`config.mk`:
```
export PLATFORM = sky130hd
export DESIGN_NAME = serial_fifo_bridge
export DESIGN_NICKNAME = d
export VERILOG_FILES = /design/src/rtl/serial_fifo_bridge_pkg.sv /design/src/rtl/serial_fifo_bridge_fifo.sv /design/src/rtl/serial_fifo_bridge.sv
export SDC_FILE = /design/constraint.sdc
export NUM_CORES = 1
export LEC_CHECK = 0
export BUFFER_PORTS_ARGS = -buffer_cell sky130_fd_sc_hd__buf_2
export CAP_MARGIN = 20
export CORE_UTILIZATION = 55
export DETAILED_ROUTE_END_ITERATION = 7
export HOLD_SLACK_MARGIN = 0.02
export PLACE_DENSITY_LB_ADDON = 0.25
export RECOVER_POWER = 25
export SLEW_MARGIN = 20
export SYNTH_ARGS = -nofsm -noshare
export SYNTH_HDL_FRONTEND = slang
export SYNTH_HIERARCHICAL = 1
export SYNTH_SLANG_ARGS = --single-unit
```
`constraint.sdc`:
```
create_clock -name clk -period 3.2 [get_ports clk]
set_clock_uncertainty 0.2 [all_clocks]
set_input_delay 0.32 -clock clk [delete_from_list [all_inputs] [get_ports clk]]
set_output_delay 0.32 -clock clk [all_outputs]
set_load 0.005 [all_outputs]
```
`src/rtl/serial_fifo_bridge_pkg.sv`:
```
// Shared definitions for the serial FIFO bridge.
//   Serial_mode_t       2-bit controller/CPU status word
//   SERIAL_TX_IDLE      bit index: transmitter idle (ser_mode)
//   SERIAL_RX_READY     bit index: received byte ready (ser_mode)
//   Tx_state_t          transmit-side FSM states
//   Rx_state_t          receive-side FSM states
//   bridge_dbg_t        observability bundle (FSM states and FIFO fill levels)
package serial_fifo_bridge_pkg;

    typedef logic [1:0] Serial_mode_t;

    localparam int SERIAL_TX_IDLE     = 0;
    localparam int SERIAL_RX_READY    = 1;
    localparam int FIFO_DEPTH_DEFAULT = 16;

    typedef enum logic [1:0] {
        TX_IDLE      = 2'd0,
        TX_WAIT_BUSY = 2'd1,
        TX_WAIT_IDLE = 2'd2
    } Tx_state_t;

    typedef enum logic [1:0] {
        RX_IDLE     = 2'd0,
        RX_CAPTURE  = 2'd1,
        RX_WAIT_CLR = 2'd2
    } Rx_state_t;

    // Fill levels are zero-extended to 16 bits so the bundle width does not
    // depend on the FIFO depth.
    typedef struct packed {
        Tx_state_t   tx_state;
        Rx_state_t   rx_state;
        logic [15:0] tx_count;
        logic [15:0] rx_count;
    } bridge_dbg_t;

endpackage

```
`src/rtl/serial_fifo_bridge_fifo.sv`:
```
// byte_fifo: synchronous byte FIFO with first-word fall-through head.
//   clk, rst    clock, synchronous active-high reset (empties the FIFO)
//   push        write push_data when not full (ignored when full)
//   push_data   byte to store
//   pop         drop the head when not empty (ignored when empty)
//   head        current head byte (stale contents when empty)
//   full/empty  count == DEPTH / count == 0
//   count       number of stored bytes, PTR_W+1 bits
// DEPTH must be a power of two (>= 2) so the pointers wrap naturally.
module byte_fifo
    import serial_fifo_bridge_pkg::*;
#(
    parameter int DEPTH = FIFO_DEPTH_DEFAULT,
    parameter int PTR_W = $clog2(DEPTH)
) (
    input  logic             clk,
    input  logic             rst,
    input  logic             push,
    input  logic [7:0]       push_data,
    input  logic             pop,
    output logic [7:0]       head,
    output logic             full,
    output logic             empty,
    output logic [PTR_W:0]   count
);

    localparam logic [PTR_W:0] FULL_COUNT = (PTR_W + 1)'(DEPTH);

    logic [7:0]       mem [DEPTH];
    logic [PTR_W-1:0] wr_ptr;
    logic [PTR_W-1:0] rd_ptr;
    logic             do_push;
    logic             do_pop;

    assign full    = (count == FULL_COUNT);
    assign empty   = (count == '0);
    // A push into a full FIFO is dropped even if a pop happens in the same cycle.
    assign do_push = push && !full;
    assign do_pop  = pop && !empty;
    assign head    = mem[rd_ptr];

    always_ff @(posedge clk) begin
        if (do_push) begin
            mem[wr_ptr] <= push_data;
        end
    end

    always_ff @(posedge clk) begin
        if (rst) begin
            wr_ptr <= '0;
            rd_ptr <= '0;
            count  <= '0;
        end else begin
            if (do_push) begin
                wr_ptr <= wr_ptr + 1'b1;
            end
            if (do_pop) begin
                rd_ptr <= rd_ptr + 1'b1;
            end
            case ({do_push, do_pop})
                2'b10:   count <= count + 1'b1;
                2'b01:   count <= count - 1'b1;
                default: count <= count;
            endcase
        end
    end

endmodule

```
`src/rtl/serial_fifo_bridge.sv`:
```
// serial_fifo_bridge: CPU-side TX/RX byte buffering in front of a serial controller.
//   clk, rst        clock, synchronous active-high reset
//   cpu_write       push cpu_wdata into the TX FIFO (sticky tx_overflow if full)
//   cpu_read        pop the RX FIFO head (ignored when empty)
//   cpu_rdata       RX FIFO head, 0 when empty
//   cpu_status      [0] TX FIFO not full, [1] RX FIFO not empty
//   tx_overflow     sticky: a CPU write hit a full TX FIFO
//   ser_write_op    one-cycle send request, byte on ser_data_write
//   ser_read_op     one-cycle receive request
//   ser_mode        controller status: [0] transmitter idle, [1] RX byte ready
//   ser_data_read   controller receive buffer
//   dbg             FSM states and FIFO fill levels
//
// Controller handshake: a request is a single-cycle pulse issued only while
// the matching ser_mode bit is 1. After a send request the bridge waits for
// ser_mode[0] to fall (byte latched) and rise again before the next send.
// After a receive request the byte is captured in the following cycle, and
// the bridge waits for ser_mode[1] to fall so the same byte is never read twice.
module serial_fifo_bridge
    import serial_fifo_bridge_pkg::*;
#(
    parameter int DEPTH = FIFO_DEPTH_DEFAULT,
    parameter int PTR_W = $clog2(DEPTH)
) (
    input  logic         clk,
    input  logic         rst,
    input  logic         cpu_write,
    input  logic [7:0]   cpu_wdata,
    input  logic         cpu_read,
    output logic [7:0]   cpu_rdata,
    output Serial_mode_t cpu_status,
    output logic         tx_overflow,
    output logic         ser_write_op,
    output logic [7:0]   ser_data_write,
    output logic         ser_read_op,
    input  Serial_mode_t ser_mode,
    input  logic [7:0]   ser_data_read,
    output bridge_dbg_t  dbg
);

    Tx_state_t      tx_state;
    Rx_state_t      rx_state;

    logic           tx_pop;
    logic           tx_full;
    logic           tx_empty;
    logic [7:0]     tx_head;
    logic [PTR_W:0] tx_count;

    logic           rx_push;
    logic           rx_full;
    logic           rx_empty;
    logic [7:0]     rx_head;
    logic [PTR_W:0] rx_count;

    // The head leaves the TX FIFO in the same cycle it is registered onto
    // ser_data_write.
    assign tx_pop  = (tx_state == TX_IDLE) && !tx_empty && ser_mode[SERIAL_TX_IDLE];
    // RX_CAPTURE is only entered when the FIFO had room, and only the CPU
    // can change the count meanwhile (by popping), so this push always lands.
    assign rx_push = (rx_state == RX_CAPTURE);

    byte_fifo #(.DEPTH(DEPTH), .PTR_W(PTR_W)) u_tx_fifo (
        .clk       (clk),
        .rst       (rst),
        .push      (cpu_write),
        .push_data (cpu_wdata),
        .pop       (tx_pop),
        .head      (tx_head),
        .full      (tx_full),
        .empty     (tx_empty),
        .count     (tx_count)
    );

    byte_fifo #(.DEPTH(DEPTH), .PTR_W(PTR_W)) u_rx_fifo (
        .clk       (clk),
        .rst       (rst),
        .push      (rx_push),
        .push_data (ser_data_read),
        .pop       (cpu_read),
        .head      (rx_head),
        .full      (rx_full),
        .empty     (rx_empty),
        .count     (rx_count)
    );

    assign cpu_rdata  = rx_empty ? 8'h00 : rx_head;
    assign cpu_status = {!rx_empty, !tx_full};
    assign dbg        = {tx_state, rx_state, 16'(tx_count), 16'(rx_count)};

    always_ff @(posedge clk) begin
        if (rst) begin
            tx_overflow <= 1'b0;
        end else if (cpu_write && tx_full) begin
            tx_overflow <= 1'b1;
        end
    end

    always_ff @(posedge clk) begin
        if (rst) begin
            tx_state       <= TX_IDLE;
            ser_write_op   <= 1'b0;
            ser_data_write <= 8'h00;
        end else begin
            ser_write_op <= 1'b0;
            case (tx_state)
                TX_IDLE: begin
                    if (tx_pop) begin
                        ser_write_op   <= 1'b1;
                        ser_data_write <= tx_head;
                        tx_state       <= TX_WAIT_BUSY;
                    end
                end
                TX_WAIT_BUSY: begin
                    if (!ser_mode[SERIAL_TX_IDLE]) begin
                        tx_state <= TX_WAIT_IDLE;
                    end
                end
                TX_WAIT_IDLE: begin
                    if (ser_mode[SERIAL_TX_IDLE]) begin
                        tx_state <= TX_IDLE;
                    end
                end
                default: tx_state <= TX_IDLE;
            endcase
        end
    end

    always_ff @(posedge clk) begin
        if (rst) begin
            rx_state    <= RX_IDLE;
            ser_read_op <= 1'b0;
        end else begin
            ser_read_op <= 1'b0;
            case (rx_state)
                RX_IDLE: begin
                    // Hold off while full; the byte stays in the controller.
                    if (ser_mode[SERIAL_RX_READY] && !rx_full) begin
                        ser_read_op <= 1'b1;
                        rx_state    <= RX_CAPTURE;
                    end
                end
                RX_CAPTURE: begin
                    rx_state <= RX_WAIT_CLR;
                end
                RX_WAIT_CLR: begin
                    if (!ser_mode[SERIAL_RX_READY]) begin
                        rx_state <= RX_IDLE;
                    end
                end
                default: rx_state <= RX_IDLE;
            endcase
        end
    end

endmodule
```
## Yosys cells after proc, flatten, opt, wreduce, memory -nomap -nowiden

Memory sizes are Yosys's and may differ from the RTL's. A register that Yosys moved wholly into a read port is not among the register bits.
Cells that the tools add are included.

- Multiplexer cells: 18
- $add $sub $neg: 8
- Reduce and logical (&&, ||, !) cells: 23
- Equality and inequality tests: 15
- Bitwise logic cells: 2

Operators with widths:

| operator | number |
|---|---|
| case mux 5 bit (2 select lines) | 2 |
| adder 4 x 1 -> 4 bit, second input constant | 4 |
| case mux 2 bit (3 select lines) | 2 |
| adder 5 x 1 -> 5 bit, second input constant | 2 |
| == test 5 bit, second input constant | 2 |
| logical NOT 5 bit | 2 |
| 2-to-1 mux 2 bit | 5 |
| subtractor 5 x 1 -> 5 bit, second input constant | 2 |
| == test 2 x 1 -> 1 bit, second input constant | 4 |
| == test 2 bit, second input constant | 4 |
| logical AND 1 bit | 8 |
| 2-to-1 mux 4 bit | 2 |
| 2-to-1 mux 8 bit | 1 |
| inequality test 2 bit, second input constant | 4 |
| 2-to-1 mux 1 bit | 6 |
| logical NOT 1 bit | 4 |
| logical NOT 2 bit | 2 |
| AND reduction 2 bit | 2 |
| nonzero test 2 bit | 2 |
| OR reduction 2 bit | 2 |
| AND reduction 3 bit | 1 |
| inequality test 2 x 1 -> 1 bit, second input constant | 1 |
| inverter 1 bit | 2 |

- Memories kept: 2
- RAM bits: 256
- Bits in registers: 33
- Input bits: 22

Memory list:

| name | depth | bits a word | rd ports | clocked after Yosys merged registers in | write ports | RTL line | text |
|---|---|---|---|---|---|---|---|
| u_rx_fifo.mem | 16 | 8 | 1 | 1 | 1 | serial_fifo_bridge_fifo.sv:29 | `logic [7:0] mem [DEPTH];` |
| u_tx_fifo.mem | 16 | 8 | 1 | 1 | 1 | serial_fifo_bridge_fifo.sv:29 |  |

## Longest topological paths before layout

- Depth after elaboration: 7
- Depth in mapped cells: 15
- Depth with buffers taken out: 11

## Cells and area by module

Netlist, hierarchy kept.

Modules (own cells, without submodules):

| module | cells each | area each (um^2) | times used | seq. area each (um^2) |
|---|---|---|---|---|
| byte_fifo | 305 | 5,974.5 | 2 | 4,184.0 |
| serial_fifo_bridge | 90 | 837.1 | 1 | 300.3 |

## Worst setup path after synthesis

Ideal clock, no wire load.

- Kind: reg-to-reg
- Start point: register u_tx_fifo.count[0]
- End point: register u_tx_fifo.count[2]
- Required time: 2.929 ns
- Slack: -0.110 ns
- Setup time: 0.071 ns
- Arrival time: 3.039 ns
- Buffers on the path: 3
- Stages on the path, launching flop included: 15
- Cell sequence: dfxtp_1 -> or4_1 -> buf_2 -> nor2_1 -> nor4b_4 -> buf_6 -> o21ai_4 -> inv_1 -> ha_1 -> clkbuf_1 -> xor2_1 -> ha_1 -> o21a_1 -> or4_1 -> a21oi_1

- Cells in the longest elaborated chain, start to end: 7
- Elaborated cells between the ends (all ways): 14
- Classes of those cells: add/sub: 2; eq/ne: 3; mux: 1; reduce/logical: 8

Ends and longest elaborated chain:

| element | RTL line | text |
|---|---|---|
| from (decl) | serial_fifo_bridge_fifo.sv:24 | `output logic [PTR_W:0] count` |
| from (signal assigned) | serial_fifo_bridge_fifo.sv:61 | `2'b10: count <= count + 1'b1;` |
| from (signal assigned) | serial_fifo_bridge_fifo.sv:62 | `2'b01: count <= count - 1'b1;` |
| from (signal assigned) | serial_fifo_bridge_fifo.sv:63 | `default: count <= count;` |
| logical NOT 5 bit * | serial_fifo_bridge_fifo.sv:36 | `assign empty = (count == '0);` |
| named net tx_empty | serial_fifo_bridge.sv:46 | `logic tx_empty;` |
| logical NOT 1 bit * | serial_fifo_bridge.sv:58 | `assign tx_pop = (tx_state == TX_IDLE) && !tx_empty && ser_mode[SERIAL_TX_IDLE];` |
| logical AND 1 bit * (2 in series) | serial_fifo_bridge.sv:58 |  |
| named net tx_pop | serial_fifo_bridge.sv:44 | `logic tx_pop;` |
| logical AND 1 bit * | serial_fifo_bridge_fifo.sv:39 | `assign do_pop = pop && !empty;` |
| named net u_tx_fifo.do_pop | serial_fifo_bridge_fifo.sv:33 | `logic do_pop;` |
| == test 2 x 1 -> 1 bit or == test 2 bit (tied branches) | serial_fifo_bridge_fifo.sv:60 | `case ({do_push, do_pop})` |
| case mux 5 bit (2 select lines) or nonzero test 2 bit (tied branches) | n/a |  |

Mark *: on every way through the listed nets, which the timed path passes. The rest lies on a longest branch.
A chain may end at the register's enable or synchronous reset.

==> flow_summary.ini <==
[synth]
synth_edf_count = 256
yosysTopAreaCell = edfxtp_1
seq_area_frac_synth_pct = 67.8
syn_inst = 700
ys_ff_latch = 305
synthArstFlopShare_pct = 0
avgSynthCellArea_um2 = 18.3
synth.cell_area_mm2 = 0.0128
ys_warn_count = 6
synth_cell_types = 46
synth_top_area_share_pct = 60.1
synth.area.top_cells = edfxtp_1 (60%), mux4_1 (12%), dfxtp_1 (7.7%)
synth_flop_cell = edfxtp_1

[worst_setup_path]
worstPathArrival_ps = 2540
cpPeakStageDelay_ps = 630
worstPathMaxFanout = 32
timing.rr.end = u_tx_fifo/count[2]
rr_worst_depth = 10
path_cells = buf_12, mux4_1, mux4_2, nor2b_1, buf_2
crit_family = multiplexers
worstPathRequired_ps = 2680
worst_setup_path_start_kind = register
endpoint_kind = primary output
r2r-start = u_tx_fifo/count[3]
cpMaxStageDelayCell = mux4_1
critical_path_buf_inv_count = 2
critPathKind = register to primary output
r2r_slack_ps = 190

[timing]
hold_viol = 0
grt_setup_unrepaired = false
slew_headroom_pct = -1.12
post-route-min-period_ps = 3060
finalMaxSlewViolations = 39
setup_viol = 0
worst_pin_slew_ps = 1520
fin_crit_sh_pct = 95.8
tns_ps = 0
hold_ws_ps = 263
fmax_ghz = 0.326

[power]
p_seq_share_pct = 44.3
p_int_mw = 7.71
ir_drop_v = 0.000491
pwr_density_cell_mw_per_mm2 = 716
p_sw_share_pct = 26.2
clockPowerShare_pct = 33.4
report.power.total_mw = 10.4
leakagePower_nw = 5.02
switchingPower_mw = 2.73
share_comb_of_total_power_pct = 22.3

[finish]
utilization_pct = 64.2
mostFrequentLayoutCells = edfxtp_1 (256), mux4_1 (56), nor2_1 (52), dfxtp_1 (49), buf_2 (44)
fin_area_mm2 = 0.0146
fin_nets = 843
antenna_cells = 0
areaGrowthSynthToFinish_pct = 14.1
drive_gt1_share_pct = 19.3
layout.cells.most_common = edfxtp_1

[global_routing]
grt_max_degree = 39
grt_antenna_before_repair = 0
grt_pass1_wl_um = 37100
grt.overflow.total = 0
globalRouteTotalUtil_pct = 20.3
grt_pass1_vias = 6672

[clock_tree]
cts-buffers-inserted = 31
cts_tree = done
clock_sinks = 305
clk_pin_slew_worst_paths_ps = 60
cts_resized = 0
h-tree-depth = 1
root_buffer = clkbuf_16
cts.path.max_buffers = 3
clk_latency_ps = 540

[floorplanning]
core_mm2 = 0.0227
die_w_um = 154
io-pin-count = 79
start_util_pct = 56.3
dieArea_mm2 = 0.0239
die_y_um = 154
rows = 55

[outcome]
violations = capacitance limit, slew limit
status = finished with violations

[drt]
wl_per_cell_um = 21.0
via_per_inst = 5.76
vias = 6409
ant_nets = 0
drcViolationCount = 0
firstDrtPassIters = 6
drt_iter0_markers = 482
routed_wl_um = 23400

[placement]
place_area_mm2 = 0.0134
place.gp.congestion = 0.791
io_buffers = 56
place_hpwl_um = 15400

[min_path]
holdCritPathClass = register to register
hold_path_end = tx_overflow
hold_depth = 2
min_from = tx_overflow

[run]
cap_violations = 1
-- stage by stage --
| step | cells | worst slack, ps |
|---|---|---|
| 2_1_floorplan | 721 | 18.5 |
| 3_3_place_gp | 1036 | 67.2 |
| 3_5_place_dp | 1036 | -27.7 |
| 4_1_cts | 1113 | 119 |
| 5_1_grt | 1113 | 17.9 |
| 6_report | 1113 | 136 |
-- tightest hold or removal path, cell delays in order, from the launching register on --
cell     delay, ps
dfxtp_1        320
a21oi_1         40
nor2_1          70
-- layer usage --
| layer | share of wire (%) | track usage [%] |
|---|---|---|
| met4 | 1.5 | 4.20 |
| met1 | 41 | 25.1 |
| met3 | 3.7 | 2.91 |
| met5 | 0 | 0 |
| met2 | 54 | 38.0 |
-- cell type report --
type,count,area [µm²]
clock buffer,35,791
sequential,305,8670
tap,285,357
inverter,17,66.3
clock inverter,21,205
multi-input combinational,338,3740
fill,1558,8130
timing repair buffer,112,757
-- flip-flops by register name (all words and copies together), names as in the netlist, named ones only --
register	flops
u_rx_fifo/mem	128
u_tx_fifo/mem	128
ser_data_write	8
u_rx_fifo/count	5
u_tx_fifo/count	5
u_rx_fifo/rd_ptr	4
u_rx_fifo/wr_ptr	4
u_tx_fifo/rd_ptr	4
u_tx_fifo/wr_ptr	4
rx_state	2
tx_state	2
ser_read_op	1
ser_write_op	1
tx_overflow	1
-- cell usage after synthesis (all sizes together) (3+ instances only) --
cell type,count
or4,6
o211ai,8
nand3b,7
mux2i,14
mux4,80
a21oi,8
nor2,53
edfxtp,256
ha,16
o21a,10
dfxtp,49
buf,43
nor4b,4
nor3,15
inv,15
xnor2,3
clkbuf,18
nand2,12
nor2b,10
nand2b,24
a22oi,4
xor2,14
-- worst max-delay path by stage --
stage | to | depth (start not counted)
floorplan | u_tx_fifo/count[2] | 14
global placement | u_tx_fifo/count[2] | 11
detailed placement | u_tx_fifo/count[2] | 11
CTS | cpu_rdata[2] | 5
global route | u_rx_fifo/count[4] | 8
finish | cpu_rdata[2] | 5
-- what timing repair did --
action / in CTS / in global routing
hold endpoints to repair: 266 / 0
hold buffers: 20 / 0
setup endpoints to repair: 2 / 0
setup buffers: 1 / 0
-- power by group through the flow --
stage          sequential (mW)  clock (mW)  combinational [mW]
2_1_floorplan             4.70           0                1.66
3_3_place_gp              4.70           0                2.20
3_5_place_dp              4.71           0                2.29
4_1_cts                   4.63        3.55                2.34
5_1_grt                   4.65        3.70                2.52
6_report                  4.63        3.49                2.33
-- kinds of logic (layout without fill, tap and decap cells) --
family                   after synthesis  in the layout  share of synthesized area [%]
AND/OR/NAND/NOR                      145            145                           6.08
XOR/XNOR                              17             17                           1.16
flip-flops                           305            305                           67.8
adder cells (fa/ha/maj)               16             16                           1.57
buffers and inverters                 78            185                           3.64
other                                  1             22                         0.0293
multiplexers                          94             94                           16.8
AO/OA/AOI/OAI                         44             44                           2.90
(Power assumes the default switching activity.)
